$ cat src/rtl/drive_pkg.sv
// Shared drive command codes, wheel direction and channel state encodings
// used by the motor driver and the navigation logic.
package drive_pkg;

  localparam logic [2:0] CMD_STOP  = 3'b000;
  localparam logic [2:0] CMD_FWD   = 3'b001;
  localparam logic [2:0] CMD_LEFT  = 3'b010;
  localparam logic [2:0] CMD_RIGHT = 3'b011;

  typedef enum logic [1:0] {
    DIR_OFF = 2'd0,
    DIR_FWD = 2'd1,
    DIR_REV = 2'd2
  } dir_t;

  typedef enum logic [1:0] {
    IDLE     = 2'd0,
    RUN      = 2'd1,
    DEADTIME = 2'd2
  } ch_state_t;

  typedef struct packed {
    dir_t        dir;
    logic [15:0] duty;
  } wheel_tgt_t;

endpackage

$ cat src/rtl/motor_channel.sv
// One H-bridge channel: direction FSM, dead time, duty ramp and PWM pins.
// MOTOR_ACTIVE_BRAKE_EN selects short-brake instead of coast in IDLE.
module motor_channel
  import drive_pkg::*;
#(
  parameter int unsigned DEADTIME_CYC = 5000,
  parameter int unsigned RAMP_STEP    = 10
) (
  input  logic        clk,
  input  logic        rst_n,
  input  dir_t        tgt_dir,
  input  logic [15:0] tgt_duty,
  input  logic [15:0] pwm_cnt,
  input  logic        pwm_wrap,
  input  logic        ramp_tick,
  output logic        in1,
  output logic        in2,
  output logic        en,
  output logic        busy
);

  localparam logic [31:0] DT_LOAD = 32'(DEADTIME_CYC - 1);

  ch_state_t   state, state_n;
  dir_t        dir, dir_n;
  logic [15:0] duty_cur, duty_n;
  logic [15:0] duty_app, dap_n;
  logic [31:0] dt_cnt, dt_n;
  logic [16:0] ramp_sum;
  logic [15:0] ramp_duty;
  logic [15:0] cnt_nx;
  logic        run_n;
  logic        in1_d, in2_d, en_d;

  always_ff @(posedge clk or negedge rst_n) begin
    if (!rst_n) begin
      state    <= IDLE;
      dir      <= DIR_OFF;
      duty_cur <= '0;
      duty_app <= '0;
      dt_cnt   <= '0;
      in1      <= 1'b0;
      in2      <= 1'b0;
      en       <= 1'b0;
    end else begin
      state    <= state_n;
      dir      <= dir_n;
      duty_cur <= duty_n;
      duty_app <= dap_n;
      dt_cnt   <= dt_n;
      in1      <= in1_d;
      in2      <= in2_d;
      en       <= en_d;
    end
  end

  assign ramp_sum  = {1'b0, duty_cur} + 17'(RAMP_STEP);
  assign ramp_duty = (tgt_duty < duty_cur) ? tgt_duty :
                     !ramp_tick ? duty_cur :
                     (ramp_sum >= {1'b0, tgt_duty}) ? tgt_duty :
                     ramp_sum[15:0];

  always_comb begin
    state_n = state;
    dir_n   = dir;
    duty_n  = duty_cur;
    dt_n    = dt_cnt;
    unique case (state)
      IDLE: begin
        if (tgt_dir != DIR_OFF) begin
          state_n = RUN;
          dir_n   = tgt_dir;
          duty_n  = '0;
        end
      end
      RUN: begin
        if (tgt_dir == DIR_OFF) begin
          state_n = IDLE;
          dir_n   = DIR_OFF;
          duty_n  = '0;
        end else if (tgt_dir != dir) begin
          state_n = DEADTIME;
          dir_n   = DIR_OFF;
          duty_n  = '0;
          dt_n    = DT_LOAD;
        end else begin
          duty_n  = ramp_duty;
        end
      end
      DEADTIME: begin
        // target changes here never restart the count
        if (tgt_dir == DIR_OFF) begin
          state_n = IDLE;
        end else if (dt_cnt == '0) begin
          state_n = RUN;
          dir_n   = tgt_dir;
        end else begin
          dt_n    = dt_cnt - 32'd1;
        end
      end
      default: begin
        state_n = IDLE;
        dir_n   = DIR_OFF;
        duty_n  = '0;
      end
    endcase
  end

  // pins are registered from the next state so they track it edge-exact
  always_comb begin
    run_n  = (state_n == RUN);
    cnt_nx = pwm_wrap ? 16'd0 : pwm_cnt + 16'd1;
    if (!run_n)
      dap_n = '0;
    else if (pwm_wrap)
      dap_n = duty_cur;
    else
      dap_n = duty_app;
    in1_d = run_n && (dir_n == DIR_FWD);
    in2_d = run_n && (dir_n == DIR_REV);
    en_d  = run_n && (cnt_nx < dap_n);
`ifdef MOTOR_ACTIVE_BRAKE_EN
    if (state_n == IDLE) begin
      in1_d = 1'b1;
      in2_d = 1'b1;
      en_d  = 1'b1;
    end
`endif
  end

  assign busy = (state == DEADTIME) ||
                ((state == RUN) && (duty_cur < tgt_duty));

endmodule

$ cat src/rtl/drive_cmd_motor_driver.sv
// Drive command decoder and shared PWM/ramp timebase for two H-bridges.
// MOTOR_ACTIVE_BRAKE_EN (in motor_channel) brakes instead of coasting.
module drive_cmd_motor_driver
  import drive_pkg::*;
#(
  parameter int unsigned PWM_PERIOD   = 1000,
  parameter int unsigned DUTY_FWD     = 700,
  parameter int unsigned DUTY_TURN    = 500,
  parameter int unsigned DEADTIME_CYC = 5000,
  parameter int unsigned RAMP_DIV     = 100,
  parameter int unsigned RAMP_STEP    = 10
) (
  input  logic       clk,
  input  logic       rst_n,
  input  logic [2:0] drive_cmd,
  output logic       motor_l_in1,
  output logic       motor_l_in2,
  output logic       motor_l_en,
  output logic       motor_r_in1,
  output logic       motor_r_in2,
  output logic       motor_r_en,
  output logic       drive_busy
);

  logic [2:0]  cmd_q;
  logic [15:0] pwm_cnt;
  logic        pwm_wrap;
  logic [15:0] ramp_div;
  logic        ramp_tick;
  wheel_tgt_t  tgt_l, tgt_r;
  logic        busy_l, busy_r;

  assign pwm_wrap  = (pwm_cnt == 16'(PWM_PERIOD - 1));
  assign ramp_tick = (ramp_div == 16'(RAMP_DIV - 1));

  always_ff @(posedge clk or negedge rst_n) begin
    if (!rst_n) begin
      cmd_q    <= CMD_STOP;
      pwm_cnt  <= '0;
      ramp_div <= '0;
    end else begin
      cmd_q    <= drive_cmd;
      pwm_cnt  <= pwm_wrap ? 16'd0 : pwm_cnt + 16'd1;
      ramp_div <= ramp_tick ? 16'd0 : ramp_div + 16'd1;
    end
  end

  always_comb begin
    tgt_l = '{DIR_OFF, 16'd0};
    tgt_r = '{DIR_OFF, 16'd0};
    unique case (1'b1)
      (cmd_q == CMD_FWD): begin
        tgt_l = '{DIR_FWD, 16'(DUTY_FWD)};
        tgt_r = '{DIR_FWD, 16'(DUTY_FWD)};
      end
      (cmd_q == CMD_LEFT): begin
        tgt_l = '{DIR_REV, 16'(DUTY_TURN)};
        tgt_r = '{DIR_FWD, 16'(DUTY_TURN)};
      end
      (cmd_q == CMD_RIGHT): begin
        tgt_l = '{DIR_FWD, 16'(DUTY_TURN)};
        tgt_r = '{DIR_REV, 16'(DUTY_TURN)};
      end
      default: begin
        tgt_l = '{DIR_OFF, 16'd0};
        tgt_r = '{DIR_OFF, 16'd0};
      end
    endcase
  end

  motor_channel #(
    .DEADTIME_CYC(DEADTIME_CYC),
    .RAMP_STEP   (RAMP_STEP)
  ) u_left (
    .clk      (clk),
    .rst_n    (rst_n),
    .tgt_dir  (tgt_l.dir),
    .tgt_duty (tgt_l.duty),
    .pwm_cnt  (pwm_cnt),
    .pwm_wrap (pwm_wrap),
    .ramp_tick(ramp_tick),
    .in1      (motor_l_in1),
    .in2      (motor_l_in2),
    .en       (motor_l_en),
    .busy     (busy_l)
  );

  motor_channel #(
    .DEADTIME_CYC(DEADTIME_CYC),
    .RAMP_STEP   (RAMP_STEP)
  ) u_right (
    .clk      (clk),
    .rst_n    (rst_n),
    .tgt_dir  (tgt_r.dir),
    .tgt_duty (tgt_r.duty),
    .pwm_cnt  (pwm_cnt),
    .pwm_wrap (pwm_wrap),
    .ramp_tick(ramp_tick),
    .in1      (motor_r_in1),
    .in2      (motor_r_in2),
    .en       (motor_r_en),
    .busy     (busy_r)
  );

  assign drive_busy = busy_l | busy_r;

endmodule

$ cat config.mk
export PLATFORM = sky130hd
export DESIGN_NAME = drive_cmd_motor_driver
export DESIGN_NICKNAME = d
export VERILOG_FILES = /design/src/rtl/drive_pkg.sv /design/src/rtl/motor_channel.sv /design/src/rtl/drive_cmd_motor_driver.sv
export SDC_FILE = /design/constraint.sdc
export NUM_CORES = 1
export LEC_CHECK = 0
export CAP_MARGIN = 0
export CORE_ASPECT_RATIO = 1.4
export CORE_MARGIN = 5
export CORE_UTILIZATION = 65
export CTS_CLUSTER_DIAMETER = 120
export DETAILED_ROUTE_END_ITERATION = 8
export PLACE_DENSITY = 0.82
export SLEW_MARGIN = 20
export SYNTH_ARGS = -nofsm -noshare
export SYNTH_HDL_FRONTEND = slang
export SYNTH_HIERARCHICAL = 1
export SYNTH_SLANG_ARGS = --single-unit
$ cat constraint.sdc
create_clock -name clk -period 9.7 [get_ports clk]
set_input_delay 1.94 -clock clk [delete_from_list [all_inputs] [get_ports clk]]
set_output_delay 1.94 -clock clk [all_outputs]
set_load 0.01 [all_outputs]
==> results.md, run 1 <==
* Fillcell total at 1439
* R2r setup slk at 5.04 ns
* Worst reg2reg startpoint: cmd_q[2]
* Die Wd at 126.0 um
* Largest net degree at the start of global routing at 103
* Yosys Warn Count at 6
* DRC errors left at 0
* CTS tree: done
* Gr ovfl total at 0
* Diode count at 0
* Routed WL at 26410 um
* Vias in the first global route at 9788
* Peak VDD IR at 0.1279 mV
* Multi-input gate area in the final layout at 7380 um^2
* ANT nets after route at 0
* Synth Instances at between 1000 and 1500
* Worst slew pin tran at about 1.1 ns
* Worst r2r path cells at 13
* Router iterations before antenna repair at 5
* Root Buffer: clkbuf_16
* Synthesized flop and latch total at 177
* Reg clk slew, reported paths at 0.07 ns
* Post-route setup TNS at 0 ns
* Hold_buf cts at 0
* Routability cong. at a little over 0.9
* Worst skew pair latency at approximately 0.43 ns
* Critical path launch point type: flip-flop
* Non-filler instance count after layout at about 1600
* Period utilization at around 65%
* Clk_skew at 0.01069 ns
* Synthesis-to-layout area growth at 7.750%
* Critical path's slowest cell: nor2b_1
* Post-DP HPWL at roughly 19000 um
* CP peak stage delay at about 0.73 ns
* CP max FO at 16
* Static Leak at 6.275 nW
* Synth cell types at 90
* Post-synth ARST share at 100.0%
* Post-cts sizing count at 0
* CORE AREA at 18600 um^2
* Post-synthesis cell area at 12250 um^2
* Slew Limit Fails at 0
* Top cell type's share of synthesized area at around 36%
* Clock Sinks at approximately 180
* Initial antenna violation count at 0
* Number of flops mapped to enable cells by yosys at 0
* Via count at 9754
* Slew HR at 27.91%
* H-tree depth at 4
* Detailed router's first-iteration violation count at between 600 and 700
* Critical path startpoint: cmd_q[2]
* Final Hold Vio Count at 0
* Count leader, synth: dfrtp_1
* DP Cell Count at approximately 1600
* Die H at approximately 170 um
* CP arrival at 4.34 ns
* Worst setup endpoint: drive_busy
* FMAX at 0.1593 GHz
* Top_reg_cell synth: dfrtp_1
* Port bufs at 11
* Delay-heaviest family, CP: simple AND/OR/NAND/NOR gates
* P per Cell Area at 157.0 nW/um^2
* CTS Buf Count at 17
* Area contributors post-synth: dfrtp_1 (36%), ha_1 (10%), xnor2_1 (5.2%)
* Register area at 4429 um^2
* Seq/Total Area, Yosys at 36.14%
* Worst path bufs/invs at 2
* # setup viols final at 0
* Tightest Hold Check Type: flip-flop to flip-flop
* First-pass GRT wire length at between 40000 and 50000 um
* CTS Buffer Depth at 2
* Crit path cell chain: nor2b_1 -> nor2b_1 -> or2_2 -> inv_1 -> ha_1 -> a22oi_1 -> o211ai_1 -> o22ai_1 -> nand3_1 -> o21ai_0 -> or2_2 -> clkdlybuf4s50_1
* Die area at between 20000 and 25000 um^2
* CP endpoint kind: output pin
* Initial Util at between 60% and 70%
* Share of cells above drive strength 1 at 10.22%
* CP required at 7.76 ns
* Setup Fix Bufs, Post-CTS at 0
* Routed vias/inst at 5.969
* FF-to-FF End: u_left/duty_cur[8]
* Synth Area per Inst at 9.077 um^2
* RSZ-0062 raised after global routing: no
* Synth area leader: dfrtp_1
* Fin crit period at approximately 6.3 ns
* Status: finished, final reports clean
* # nets final at 1482
* Worst path depth at 12
* # IOs at 12
* Synth cell count leaders: dfrtp_1 (177), nor2_1 (141), nand2_1 (125)
* Max Cap Viol at 0
* Setup CP Type: flip-flop to output pin
* Overall Global Routing Usage at 24.74%
* Average wire per standard cell at 16.16 um
* # rows at 59
[registers in the layout, indices dropped and copies added (netlist names), 2 cells and up]
register and cells:
u_left/duty_cur 16, pwm_cnt 16, u_right/dt_cnt 32, u_left/duty_app 16, cmd_q 3, u_left/dir 2
ramp_div 16, u_right/dir 2, u_left/dt_cnt 32, u_right/state 2, u_left/state 2, u_right/duty_app 16
u_right/duty_cur 16
[layout make-up]
class,instances,area share [%]
inverter,91,2.587
tap,244,2.312
clock buffer,17,3.222
timing repair buffer,20,1.355
multi-input combinational,1070,55.89
clock inverter,15,1.090
sequential,177,33.55
[worst reg2reg max path, stage by stage (launching register included)]
cell and delay (ns):
dfrtp_1 0.38, nor2b_1 0.29, nor2b_1 0.73, or2_2 0.46, inv_1 0.11, ha_1 0.34, a211oi_1 0.22, o21ai_0 0.11
o221ai_1 0.24, a32oi_1 0.27, a2111oi_4 0.64, buf_4 0.40, mux2i_1 0.26, o22ai_1 0.09
[through the flow]
step	cell area, um^2	hold WS [ns]	util (%)	power (mW)	worst slack (ns)
final	13200	0.4850	70.98	2.074	3.424
after CTS	13200	0.4834	70.98	2.082	3.394
after detailed placement	12630	0.4689	67.92	1.414	3.864
after floorplan	12370	0.4465	-	1.278	5.182
after global placement	12630	0.4629	67.89	1.396	3.924
after global routing	13200	0.5093	70.98	2.184	3.082
[worst min path at each step]
stage / endpoint / slack, ns / depth (start not counted) / startpoint
floorplan: ramp_div[15] / 0.45 / 1 / ramp_div[15]
global placement: ramp_div[15] / 0.46 / 1 / ramp_div[15]
detailed placement: ramp_div[15] / 0.47 / 1 / ramp_div[15]
CTS: ramp_div[15] / 0.48 / 1 / ramp_div[15]
global route: ramp_div[15] / 0.51 / 1 / ramp_div[15]
finish: ramp_div[8] / 0.49 / 1 / ramp_div[8]
[cell families (layout without fill, tap and decap cells)]
kind of cell	count (synthesis)	in the layout	synth area share, %
other cells	1	32	0.03060
buf+inv	134	143	4.686
flops	177	177	36.14
xor+xnor	125	125	8.934
simple gates	537	537	22.80
fa+ha+maj	100	100	10.21
mux	59	59	5.136
compound gates	217	217	12.06
[layer usage]
metal	vias up	track usage [%]	share of wire, %
met3	45	3.430	3.0
met4	0	7.559	1.8
met2	178	45.80	52
met5	-	0	0
li1	4781	-	-
met1	4750	29.92	43
[cells in the final DEF, fill, tap and decap left out, types with 32 or more instances in the layout]
master and count:
ha_1 100, xnor2_1 73, nand2_1 125, xor2_1 52
dfrtp_1 177, nand4_1 32, conb_1 32, nor3_1 34
nor2_1 141, o21ai_0 50, a21oi_1 53, inv_1 90
nand3_1 46
[power breakdown]
| part | internal [mW] | switching, mW |
|---|---|---|
| clock | 0.342 | 0.324 |
| sequential | 0.819 | 0.101 |
| combinational | 0.194 | 0.294 |
| total | 1.35 | 0.719 |
Power figures use the tool's default switching activity.
==> run 2, diff against run 1 <==
- clock period: 9.7 -> 6.5 ns (I/O delays scaled with it)
==> run 2 against run 1 <==
Combinational power grew 49%. Via count is essentially flat. Core utilization grew 0.26 points.
==> results.md, run 2 (same netlist as run 1, synthesis figures left out) <==
* # setup viols final at 0
* Die H at 172.5 um
* Initial antenna violation count at 0
* Share of cells above drive strength 1 at between 10% and 20%
* Worst slew pin tran at 1.025 ns
* Slew Limit Fails at 0
* Int Power at roughly 2.1 mW
* Largest regs: u_left/dt_cnt (32), u_right/dt_cnt (32)
* Hold path start: ramp_div[15]
* Clk_skew at 0.01014 ns
* RSZ-0062 raised after global routing: no
* Static Leak at about 6.3 nW
* Average wire per standard cell at about 16 um
* Worst skew pair latency at 0.43 ns
* Worst path bufs/invs at 2
* Combinational share of power at 23.1%
* Status: finished, final reports clean
* Post-DP HPWL at 18550 um
* Setup Fix Bufs, Post-CTS at 0
* CP arrival at 4.29 ns
* Multi-input gate area in the final layout at 7375 um^2
* Reg clk slew, reported paths at 0.07 ns
* Routed vias/inst at 5.958
* Final Hold Vio Count at 0
* Clock Sinks at 177
* Detailed router's first-iteration violation count at 720
* # IOs at 12
* Setup CP Type: flip-flop to output pin
* P per Cell Area at 237.1 nW/um^2
* CP peak stage delay at 0.64 ns
* Crit path cell chain: nor2b_1 -> nor2b_1 -> or2_2 -> inv_1 -> ha_1 -> a22oi_1 -> o211ai_1 -> o22ai_1 -> nand3_1 -> o21ai_0 -> or2_2 -> clkdlybuf4s50_1
* Worst reg2reg startpoint: u_left/duty_cur[1]
* Critical path launch point type: flip-flop
* CP endpoint kind: output pin
* # nets final at about 1500
* Gr ovfl total at 0
* CTS Buf Count at 17
* Routability cong. at 0.9184
* Die Wd at 126.0 um
* Port bufs at 11
* CTS tree: done
* Fillcell total at 1473
* Critical path's slowest cell: nor2b_1
* Pre-CTS setup slack at 1.377 ns
* CP required at 5.20 ns
* CP max FO at 16
* Switch Pwr at 1.069 mW
* Delay-heaviest family, CP: simple AND/OR/NAND/NOR gates
* Fin crit period at 5.590 ns
* Synthesis-to-layout area growth at 8.138%
* Hold Path Depth at 1
* FMAX at 0.1789 GHz
* Post-cts sizing count at 0
* # rows at 59
* Critical path startpoint: cmd_q[0]
* Most frequent cells in the layout: dfrtp_1 (177), nor2_1 (141), nand2_1 (125), ha_1 (100), inv_1 (90)
* Worst hold endpoint: ramp_div[15]
* First-pass GRT wire length at 45530 um
* FF-to-FF End: u_left/duty_cur[8]
* CORE AREA at 18600 um^2
* Router iterations before antenna repair at 8
* R2r setup slk at 2.16 ns
* CTS Buffer Depth at 2
* Via count at 9753
* Routed WL at 26090 um
* Vias in the first global route at 9809
* Clock power share at 33.2%
* Register area at 4429 um^2
* H-tree depth at 4
* Final worst slack at ~0.91 ns
* ANT nets after route at 0
* Initial Util at 65.87%
* Diode count at 0
* Post-route setup TNS at 0 ns
* Root Buffer: clkbuf_16
* Slew HR at 31.69%
* Sequential share of power at 43.7%
* Tightest Hold Check Type: flip-flop to flip-flop
* Worst r2r path cells at 15
* Peak VDD IR at ~0.18 mV
* DRC errors left at 0
* Sw Share at 34.02%
* Hold_buf cts at 0
* Die area at 21740 um^2
* Overall Global Routing Usage at 25.06%
* Most common cell after layout, fill and taps aside: dfrtp_1
* Period utilization at 86.00%
* Max Cap Viol at 0
* Largest net degree at the start of global routing at 98
run 2: area by class of cell:
type                       count  area share, %
sequential                   177          33.42
clock buffer                  18          3.314
clock inverter                14          1.209
timing repair buffer          23          1.520
inverter                      91          2.578
multi-input combinational   1070          55.65
tap                          244          2.304
run 2: power groups by stage:
stage / sequential, mW / combinational [mW] / clock, mW
floorplan: 1.35 / 0.560 / 0
global placement: 1.38 / 0.696 / 0
detailed placement: 1.39 / 0.718 / 0
CTS: 1.37 / 0.725 / 1.06
global route: 1.40 / 0.810 / 1.11
finish: 1.37 / 0.726 / 1.04
run 2: worst reg2reg max path: cells and delay by family, from the launching register on:
kind / cells / cell delay (ns)
buffers and inverters: 1 / 0.27
AOI/OAI and AO/OA: 6 / 1.10
xor gates and xnor gates: 1 / 0.13
and+or+nand+nor: 5 / 1.54
adders and majority gates: 2 / 0.60
DFF: 1 / 0.56
run 2: stage by stage:
| stage | util, % | cell area (um^2) | hold slack [ns] | total power [mW] | std cells |
|---|---|---|---|---|---|
| 2_1_floorplan | - | 12370 | 0.4465 | 1.907 | 1381 |
| 3_3_place_gp | 68.01 | 12650 | 0.4668 | 2.079 | 1605 |
| 3_5_place_dp | 68.01 | 12650 | 0.4694 | 2.106 | 1605 |
| 4_1_cts | 71.23 | 13250 | 0.4854 | 3.156 | 1637 |
| 5_1_grt | 71.23 | 13250 | 0.5002 | 3.314 | 1637 |
| 6_report | 71.23 | 13250 | 0.4809 | 3.142 | 1637 |
run 2: layer usage:
metal  GRT usage (%)  wire length (um)  up-vias
met5               0                 0        -
met4           10.41               812        0
met3           3.276               706       63
met2           44.31             13410      185
met1           31.04             11160     4694
li1                -                 -     4811
run 2: how the worst max path moves through the flow:
stage / endpoint / slack [ns] / cells after the start
floorplan: u_left/en / 2.58 / 14
global placement: drive_busy / 1.48 / 12
detailed placement: drive_busy / 1.38 / 12
CTS: drive_busy / 0.90 / 12
global route: drive_busy / 0.64 / 12
finish: drive_busy / 0.91 / 12
==> run 3, diff against run 2 <==
- CAP_MARGIN: 0 -> 5
- SLEW_MARGIN: 20 -> 15
==> results of run 3 <==
Final layout, timing and power as in run 2 (identical DEF).
